### config.mk
export PLATFORM = sky130hd
export DESIGN_NAME = fetch_stage
export DESIGN_NICKNAME = d
export VERILOG_FILES = /design/src/rtl/fetch_stage.sv
export SDC_FILE = /design/constraint.sdc
export NUM_CORES = 1
export LEC_CHECK = 0
export ABC_AREA = 0
export CAP_MARGIN = 20
export CORE_ASPECT_RATIO = 0.9
export CORE_MARGIN = 5
export CORE_UTILIZATION = 49
export CTS_CLUSTER_SIZE = 30
export DETAILED_ROUTE_END_ITERATION = 12
export GPL_TIMING_DRIVEN = 0
export HOLD_SLACK_MARGIN = 0.06
export PLACE_DENSITY = 0.82
export SLEW_MARGIN = 40
export SYNTH_ARGS = -nofsm -noshare
export SYNTH_HDL_FRONTEND = slang
export SYNTH_SLANG_ARGS = --single-unit
### constraint.sdc
create_clock -name clk -period 7 [get_ports clk]
set_input_delay 1.4 -clock clk [delete_from_list [all_inputs] [get_ports clk]]
set_output_delay 1.4 -clock clk [all_outputs]
set_load 0.02 [all_outputs]
### src/rtl/fetch_stage.sv
// Instruction-fetch stage and IF/ID pipeline register: owns the PC, handles
// stall/flush/redirect from the hazard unit and writeback, and keeps fetch/stall counters.
module fetch_stage #(
  parameter logic [31:0] RESET_PC  = 32'h0000_0000,
  parameter logic [31:0] NOP_INSTR = 32'hE1A0_0000
) (
  input  logic        clk,
  input  logic        reset,
  input  logic        StallF,
  input  logic        StallD,
  input  logic        FlushD,
  input  logic        PCSrcW,
  input  logic [31:0] ResultW,
  input  logic [31:0] InstrF,
  output logic [31:0] PCF,
  output logic [31:0] InstrD,
  output logic [31:0] PCPlus8D,
  output logic        ValidD,
  output logic [31:0] FetchCount,
  output logic [31:0] StallCount
);

  logic [31:0] pc_q, pc_d;
  logic [31:0] instr_q, instr_d;
  logic [31:0] pc_plus8_q, pc_plus8_d;
  logic        valid_q, valid_d;
  logic [31:0] fetch_cnt_q, fetch_cnt_d;
  logic [31:0] stall_cnt_q, stall_cnt_d;
  logic [31:0] pc_plus4_f;

  assign pc_plus4_f = pc_q + 32'd4;

  always_comb begin
    pc_d = pc_plus4_f;
    if (PCSrcW)
      pc_d = {ResultW[31:2], 2'b00};
    else if (StallF)
      pc_d = pc_q;
  end

  // Flush beats stall so a redirect bubble is never lost behind a decode stall.
  always_comb begin
    instr_d     = instr_q;
    valid_d     = valid_q;
    pc_plus8_d  = pc_plus8_q;
    fetch_cnt_d = fetch_cnt_q;
    if (FlushD) begin
      instr_d    = NOP_INSTR;
      valid_d    = 1'b0;
      pc_plus8_d = pc_plus4_f + 32'd4;
    end else if (!StallD) begin
      instr_d     = InstrF;
      valid_d     = 1'b1;
      pc_plus8_d  = pc_plus4_f + 32'd4;
      fetch_cnt_d = fetch_cnt_q + 32'd1;
    end
  end

  // Stall cycles count even when a redirect overrides the hold.
  always_comb begin
    stall_cnt_d = stall_cnt_q;
    if (StallF)
      stall_cnt_d = stall_cnt_q + 32'd1;
  end

  always_ff @(posedge clk or posedge reset) begin
    if (reset) begin
      pc_q        <= RESET_PC;
      instr_q     <= NOP_INSTR;
      valid_q     <= 1'b0;
      pc_plus8_q  <= RESET_PC + 32'd8;
      fetch_cnt_q <= 32'd0;
      stall_cnt_q <= 32'd0;
    end else begin
      pc_q        <= pc_d;
      instr_q     <= instr_d;
      valid_q     <= valid_d;
      pc_plus8_q  <= pc_plus8_d;
      fetch_cnt_q <= fetch_cnt_d;
      stall_cnt_q <= stall_cnt_d;
    end
  end

  assign PCF        = pc_q;
  assign InstrD     = instr_q;
  assign ValidD     = valid_q;
  assign PCPlus8D   = pc_plus8_q;
  assign FetchCount = fetch_cnt_q;
  assign StallCount = stall_cnt_q;

endmodule

==> results.json <==
{
  "status": "complete, no violations",
  "cts_tree": "built",
  "wl_per_cell_um": 17.1,
  "die_y_um": 132,
  "drc": 0,
  "clk_latency_ns": 0.42,
  "final_util_pct": 69.4,
  "critPathBufInv": 1,
  "hpwl_um": 16700,
  "grtUsageTotal_pct": 23.0,
  "wirelength_met1_um": 9670,
  "dp_slack_ns": 3.12,
  "power.density_nw_per_um2": 231,
  "cts_setup_buffers": 0,
  "hold_slack_ns": 0.478,
  "final_antenna_net_count": 0,
  "ys_types": 58,
  "highest_layer": "met4",
  "finalClockSkew_ns": 0.00900,
  "crit_type": "flop to flop",
  "max_stage_delay_ns": 0.53,
  "hold_path_depth": 2,
  "cts_made_buffers": 17,
  "finalCriticalPeriod_ns": 3.60,
  "routed_via_density": 5.47,
  "grt_pass1_wl_um": 36400,
  "critPathRequiredTime_ns": 7.33,
  "place_congestion": 0.901,
  "cts_hold_buf": 0,
  "power.total_mw": 2.60,
  "clk_pin_slew_ns": 0.06,
  "grt_antenna_before_repair": 0,
  "path_cells": "ha_1 -> buf_2 -> nand2_1 -> o32a_1 -> o22a_1 -> nor4_2 -> nand3_1 -> o41a_1 -> o31ai_1",
  "seqCellArea_sq_um": 3940,
  "crit_path_start_kind": "flop",
  "dieArea_sq_um": 19300,
  "reg2reg_slack_ns": 3.40,
  "async_flop_share_pct": 100,
  "fp.dieW_um": 146,
  "antenna_cells": 0,
  "multi_input_area_sq_um": 3960,
  "start_util_pct": 50.2,
  "synth_edf_count": 0,
  "synthToLayoutAreaGrowth_pct": 38.1,
  "core_sq_um": 16200,
  "firstDrtPassIters": 4,
  "route.met2.wl_um": 10800,
  "cts_buffer_depth": 2,
  "wl_met3_um": 1320,
  "grt_max_degree": 80,
  "crit_family": "compound AO/OA/AOI/OAI gates",
  "nets": 1160,
  "finalSetupViolCount": 0,
  "rsz0062_at_grt": "no",
  "setup_slack_ns": 3.40,
  "p_leak_nw": 4.53,
  "hp-class": "flop to flop",
  "cp-end-kind": "flop",
  "synth_top_cells_by_area": "dfrtp_1 (46%), xnor2_1 (9.4%), nand2_1 (4.2%), xor2_1 (4.0%), mux2i_1 (3.4%)",
  "ir_drop_uv": 174,
  "yosysSeqAreaShare_pct": 48.3,
  "netlist_instances": 841,
  "post_cts_resize_count": 0,
  "synth_most_common_cell": "dfrtp_1",
  "synth_area_per_cell_sq_um": 9.70,
  "max_freq_mhz": 278,
  "crit_fanout": 10,
  "cts.sinks": 157,
  "routed_wl_um": 22400,
  "io_buffers": 222,
  "vias": 7146,
  "fillers": 1256,
  "synth_commonest_cells": "dfrtp_1 (150), nand2_1 (92), xnor2_1 (88), nor2_1 (74), o21ai_0 (49)",
  "drt_iter0_drc": 445,
  "cp_slowest_cell": "o41a_1",
  "synth_seq_cells": 157,
  "core.rowCount": 44,
  "pin_count": 231,
  "final_layout_size_suffix_gt1_share_pct": 7.01,
  "max-cap-violations": 0,
  "worst-path-stages": 9,
  "period_share_pct": 51.4,
  "netlist_area_sq_um": 8160,
  "synth_ff_type": "dfrtp_1",
  "yosysWarningCount": 0,
  "worst_slew_pin_slew_ns": 0.760,
  "grt_pass1_vias": 6978,
  "yosysTopAreaCell": "dfrtp_1",
  "h-tree-depth": 4,
  "synth_top_area_share_pct": 46.0,
  "slew_viol_final": 0,
  "cp.arrival_ns": 3.92,
  "clock-root-buffer": "clkbuf_16",
  "grt_overflow": 0,
  "setup_tns_ns": 0,
  "finalHoldViolCount": 0,
  "r2r.worst_path.cells": 9,
  "slew-limit-headroom_pct": 49.4
}
-- cell type report --
| class | count | area share, % |
|---|---|---|
| buffer | 51 | 2.15 |
| clock buffer | 20 | 4.05 |
| clock inverter | 12 | 0.877 |
| inverter | 14 | 0.533 |
| multi-input combinational | 622 | 35.2 |
| sequential | 157 | 34.9 |
| tap | 207 | 2.30 |
| timing repair buffer | 223 | 20.0 |
-- stage by stage --
stage,area (sq um),cells
2_1_floorplan,8170,844
3_3_place_gp,10700,1273
3_5_place_dp,10700,1274
4_1_cts,11300,1306
5_1_grt,11300,1306
6_report,11300,1306
-- routing by layer --
layer | vias up | GRT usage (%)
met4 | 0 | 7.73
li1 | 3414 | -
met3 | 42 | 5.92
met5 | - | 0
met1 | 3446 | 30.0
met2 | 244 | 37.5
-- report_power, final --
group | switching (mW) | internal (mW)
clock network | 0.388 | 0.479
registers | 0.0924 | 1.00
logic | 0.342 | 0.301
total | 0.823 | 1.78
-- path summary, 6_finish.rpt --
kind                                           from                          to
setup / recovery                 PCF[3]$_DFFE_PP0N_    PCPlus8D[27]$_DFFE_PP0P_
hold / removal             PCPlus8D[29]$_DFFE_PP0P_    PCPlus8D[29]$_DFFE_PP0P_
setup reg to reg                 PCF[3]$_DFFE_PP0N_    PCPlus8D[27]$_DFFE_PP0P_
hold reg to reg            PCPlus8D[29]$_DFFE_PP0P_    PCPlus8D[29]$_DFFE_PP0P_
max in group asynchronous                     reset      InstrD[24]$_DFFE_PP1P_
min in group asynchronous                     reset  FetchCount[29]$_DFFE_PP0P_
-- cell usage in the layout (no fill, tap or decap), drive strengths merged, types with 17 or more instances in the layout --
master | netlist | final
dfrtp | 150 | 150
clkdlybuf4s50 | 0 | 222
clkbuf | 30 | 50
nor4 | 23 | 23
nand3 | 41 | 41
a21oi | 17 | 17
buf | 21 | 22
nor2 | 74 | 74
nand4 | 33 | 33
o21ai | 49 | 49
xnor2 | 88 | 88
nand2 | 92 | 92
mux2i | 28 | 28
xor2 | 37 | 37
inv | 12 | 18
nor3 | 21 | 21
-- worst reg2reg max path, cell delays in order (launching register included) --
cell     delay [ns]
dfrtp_1        0.52
ha_1           0.28
buf_2          0.24
nand2_1        0.12
o32a_1         0.34
o22a_1         0.24
nor4_2         0.49
nand3_1        0.47
o41a_1         0.53
o31ai_1        0.26
-- registers in the layout, indices dropped and copies added (netlist names) --
register	flops
FetchCount	32
InstrD	32
PCF	30
PCPlus8D	30
StallCount	32
ValidD	1
-- cells by family (layout without fill, tap and decap cells) --
group / Yosys count / count (layout) / share of synthesized area (%)
simple gates: 352 / 352 / 22.2
other cells: 1 / 4 / 0.0460
flops: 157 / 157 / 48.3
xor+xnor: 125 / 125 / 13.4
fa+ha+maj: 4 / 4 / 0.613
buf+inv: 65 / 320 / 3.62
mux: 31 / 31 / 3.85
compound gates: 106 / 106 / 8.02
No activity file was read; power rests on OpenSTA's default activity.
==> patch 1: new RTL, config.mk and constraints unchanged <==
Register the output `FetchCount` once more, with the module's reset; this adds one clock of latency there. The other outputs are not delayed to match.
--- a/src/rtl/fetch_stage.sv
+++ b/src/rtl/fetch_stage.sv
@@ -87,3 +87,9 @@
   assign PCPlus8D   = pc_plus8_q;
-  assign FetchCount = fetch_cnt_q;
+  always_ff @(posedge clk or posedge reset) begin
+    if (reset) begin
+      FetchCount <= '0;
+    end else begin
+      FetchCount <= fetch_cnt_q;
+    end
+  end
   assign StallCount = stall_cnt_q;
Behaviour: not the same (Yosys sat finds a counterexample within 4 cycles, from zero or initial values and one cycle with reset high).
==> patch 1 against the unedited design <==
Sequential cell count rose by 32. Via count rose by 1.9%. Final area rose by 9.2%. Area after synthesis rose by 11%. Worst setup slack got worse by 2.6 ps. Total power rose by 13%. Critical path depth fell by 1. Routed wire length rose by 4.7%. Critical path type is now in -> reg.
==> patch 1: results (changes against the unedited design) <==
- Pre-Repair DR Iteration Count: 6 (+2)
- P_leak: 5.15 nW (+14%)
- Dpl cell area: 11600 um^2 (+8.8%)
- VDD IR-drop max: 0.186 mV (+7.0%)
- Largest net degree at the start of global routing: 66 (-18%)
- GPL Wtd Cong: 0.890 (-1.3%)
- Via count: 7279 (+1.9%)
- Post-synth cell types: 64 (+10%)
- CP max-delay cell: nor4_1
- Synth area leaders: dfrtp_1 50%, xnor2_1 8.8%, nand2_1 4.0%, nor2_1 3.7%, mux2i_1 3.0%
- Setup Buffers After CTS: 0 (unchanged)
- Seq/Total Area, Yosys: 52.5% (+4.3 points)
- Final WL: 23400 um (+4.7%)
- Share of cells above drive strength 1: 8.19% (+1.2 points)
- First-pass GRT wire length: 38500 um (+5.6%)
- Sw frac: 32.0% (+0.43 points)
- Clk slew on worst S/H paths: 80 ps (+20 ps)
- Skew final: 13.6 ps (+4.64 ps)
- Outcome: finished, final reports clean
- Crit Path Max Fanout: 7 (-3)
- All-layer global routing usage: 22.1% (-0.82 points)
- Max-Cap Viols: 0 (unchanged)
- Commonest cells in the netlist: 182 x dfrtp_1, 95 x nand2_1, 91 x xnor2_1
- Pre-CTS WS: 2890 ps (-231 ps)
- Worst Tran Pin Value: 716 ps (-43.9 ps)
- Net count, final: 1197 (+3.2%)
- Clk Latency, worst-skew pair: 440 ps (+20 ps)
- Vias in the first global route: 7294 (+4.5%)
- Post-DP HPWL: 17800 um (+6.8%)
- Critical Path AT: 3960 ps (+40 ps)
- Initial detailed-routing violation count: 423 (-4.9%)
- Initial antenna violation count: 3 (+3)
patch 1: changes by cell type after synthesis, sizes merged, moves of 6 or more:
cell,delta
nand4,-7
clkbuf,-6
xor2,-9
nor2,+15
nor4,-7
nand3,-10
dfrtp,+32
patch 1: layer usage:
metal / GRT usage (%) / wire, um
met3: 5.30 / 1430
met5: 0 / 13
met4: 7.74 / 646
met1: 27.8 / 9460
met2: 37.6 / 11900
patch 1: path summary, 6_finish.rpt:
check	from	endpoint	slack, ps	depth (start not counted)
hold / removal	fetch_cnt_q[30]	FetchCount[30]	390	0
hold reg to reg	fetch_cnt_q[30]	FetchCount[30]	390	0
setup / recovery	StallD	fetch_cnt_q[28]	3400	8
max in group asynchronous	reset	InstrD[23]	4810	4
setup reg to reg	PCF[2]	PCPlus8D[30]	3420	9
min in group asynchronous	reset	StallCount[12]	1330	2
patch 1: cell families (layout without fill, tap and decap cells):
| group | after synthesis | after routing | synth area share, % |
|---|---|---|---|
| AND/OR/NAND/NOR | 362 | 362 | 20.3 |
| flip-flops | 189 | 189 | 52.5 |
| XOR/XNOR | 119 | 119 | 11.6 |
| AO/OA/AOI/OAI | 107 | 107 | 7.84 |
| buffers and inverters | 61 | 318 | 3.40 |
| multiplexers | 33 | 33 | 3.75 |
| adder cells (fa/ha/maj) | 4 | 4 | 0.555 |
| other | 1 | 6 | 0.0416 |
patch 1: stage by stage:
stage / util, % / instances
6_report: 67.5 / 1383
5_1_grt: 67.5 / 1383
4_1_cts: 67.4 / 1381
3_5_place_dp: 63.9 / 1349
3_3_place_gp: 63.4 / 1346
2_1_floorplan: - / 879
patch 1: final cells by class:
cell class | instances | area [um^2]
well taps | 245 | 307
clock inverters | 15 | 221
flip-flops and latches | 189 | 4740
repair buffers | 225 | 2300
diodes | 2 | 5.00
multi-input cells | 629 | 3990
fillers | 1447 | 5930
plain buffers | 50 | 265
inverters | 11 | 48.8
clock buffers | 17 | 425
patch 1: critical path: cells and delay by family:
kind                   cells  cell delay, ps
XOR/XNOR                   1             170
buffers and inverters      1             510
AND/OR/NAND/NOR            6            1860
patch 1: power by group through the flow:
stage / Sequential (mW) / Clock, mW / Combinational [mW]
after floorplan: 1.40 / 0 / 0.242
after global placement: 1.31 / 0 / 0.632
after detailed placement: 1.31 / 0 / 0.647
after CTS: 1.29 / 1.04 / 0.653
after global routing: 1.31 / 1.09 / 0.694
final: 1.29 / 1.02 / 0.645
==> patch 2: new RTL, config.mk and constraints unchanged <==
Made on the original files. `NOP_INSTR`: 32'hE1A0_0000 -> 32'h70D00000.
--- a/src/rtl/fetch_stage.sv
+++ b/src/rtl/fetch_stage.sv
@@ -4,3 +4,3 @@
   parameter logic [31:0] RESET_PC  = 32'h0000_0000,
-  parameter logic [31:0] NOP_INSTR = 32'hE1A0_0000
+  parameter logic [31:0] NOP_INSTR = 32'h70D00000
 ) (
Function: changed (Yosys sat finds a counterexample within 4 cycles, from zero or initial values and one cycle with reset high).
==> patch 2 against the unedited design <==
Worst setup slack gained 45 ps. Count of clock-buffer cells in the layout shrank 3. Total power grew 3.0%. Final area grew 0.77%. Cell count shrank 0.61%. Routed wire length is essentially flat. Sequential cell count is the same. Area after synthesis grew 0.66%. First-iteration DRC count shrank 2.7%.
==> patch 2: results (changes against the unedited design) <==
- CP peak stage delay: 660 ps (+130 ps)
- VDD IR-drop max: 0.181 mV (+4.4%)
- Sw power: 0.842 mW (+2.4%)
- Pre-Repair DR Iteration Count: 5 (+1)
- Met3 wire length: 1400 um (+6.2%)
- Hold path endpoint: FetchCount[31]
- Crit Path Max Fanout: 6 (-4)
- GR Util met1: 32.2% (+2.1 points)
- Post-synth cell types: 65 (+12%)
- Sequential Power Share: 40.7% (-1.3 points)
- Vias per cell: 5.41 (-1.1%)
- P_leak: 4.58 nW (+1.2%)
- Share of cells above drive strength 1: 7.97% (+0.97 points)
- WL met2: 10700 um (-0.55%)
- Syn Inst Count: 833 (-0.95%)
- Outcome: finished, final reports clean
- First-pass GRT wire length: 36400 um (about the same)
- Net count, final: 1152 (-0.69%)
- Initial detailed-routing violation count: 433 (-2.7%)
- Synth area leaders: dfrtp_1 46%, xnor2_1 9.3%, nand2_1 4.3%, xor2_1 3.9%, mux2i_1 3.4%
- Vias in the first global route: 6760 (-3.1%)
- Grt met3 use: 5.06% (-0.85 points)
- Final WL: 22400 um (about the same)
- Hold Crit Start: FetchCount[31]
- Placed insts: 1266 (-0.63%)
- Post-DP HPWL: 16800 um (+0.82%)
- Worst R2R Setup Slack: 3620 ps (+220 ps)
- Dpl cell area: 10700 um^2 (+0.39%)
- CP max-delay cell: clkdlybuf4s50_1
==> patch 2: cell count changes after synthesis, moves of 3 or more <==
| cell | before | now |
|---|---|---|
| clkbuf_1 | 30 | 24 |
| or3_1 | 8 | 4 |
| nor4_1 | 21 | 18 |
| nand3_1 | 41 | 38 |
| buf_2 | 5 | 9 |
==> patch 2: cell type report <==
class                      instances  area, um^2  share of cell area (%)
clock buffer                      17         425                    3.75
timing repair buffer             223        2250                    19.8
multi-input combinational        615        4000                    35.2
clock inverter                    15         181                    1.60
inverter                          13        56.3                   0.496
tap                              207         259                    2.28
sequential                       157        3940                    34.7
buffer                            51         245                    2.16
==> patch 2: worst max-delay path by stage <==
stage / start / to / slack, ps / depth (start not counted)
after global placement: reset / PCF[7] / -680 / 2
after detailed placement: StallF / StallCount[28] / 3040 / 8
after floorplan: reset / FetchCount[0] / 1380 / 1
after global routing: StallF / StallCount[30] / 3360 / 8
final: StallF / StallCount[28] / 3450 / 8
after CTS: StallF / StallCount[28] / 3480 / 8
==> patch 2: per-stage QoR <==
stage,hold slack (ps),power [mW]
finish,476,2.68
global route,483,2.80
CTS,478,2.70
detailed placement,469,1.75
global placement,456,1.73
floorplan,510,1.44
==> patch 2: logic make-up (layout without fill, tap and decap cells) <==
logic type	after synthesis	after routing	share of synthesized area (%)
fa+ha+maj	4	4	0.609
simple gates	347	347	22.7
flops	157	157	47.9
compound gates	105	105	8.04
buf+inv	64	319	3.58
other cells	1	4	0.0457
mux	31	31	3.82
xor+xnor	124	124	13.2
==> patch 2: worst max-delay path: cells and delay by family <==
family / cells / cell delay [ps]
xor gates and xnor gates: 1 / 140
buffers and inverters: 2 / 820
and+or+nand+nor: 5 / 1510
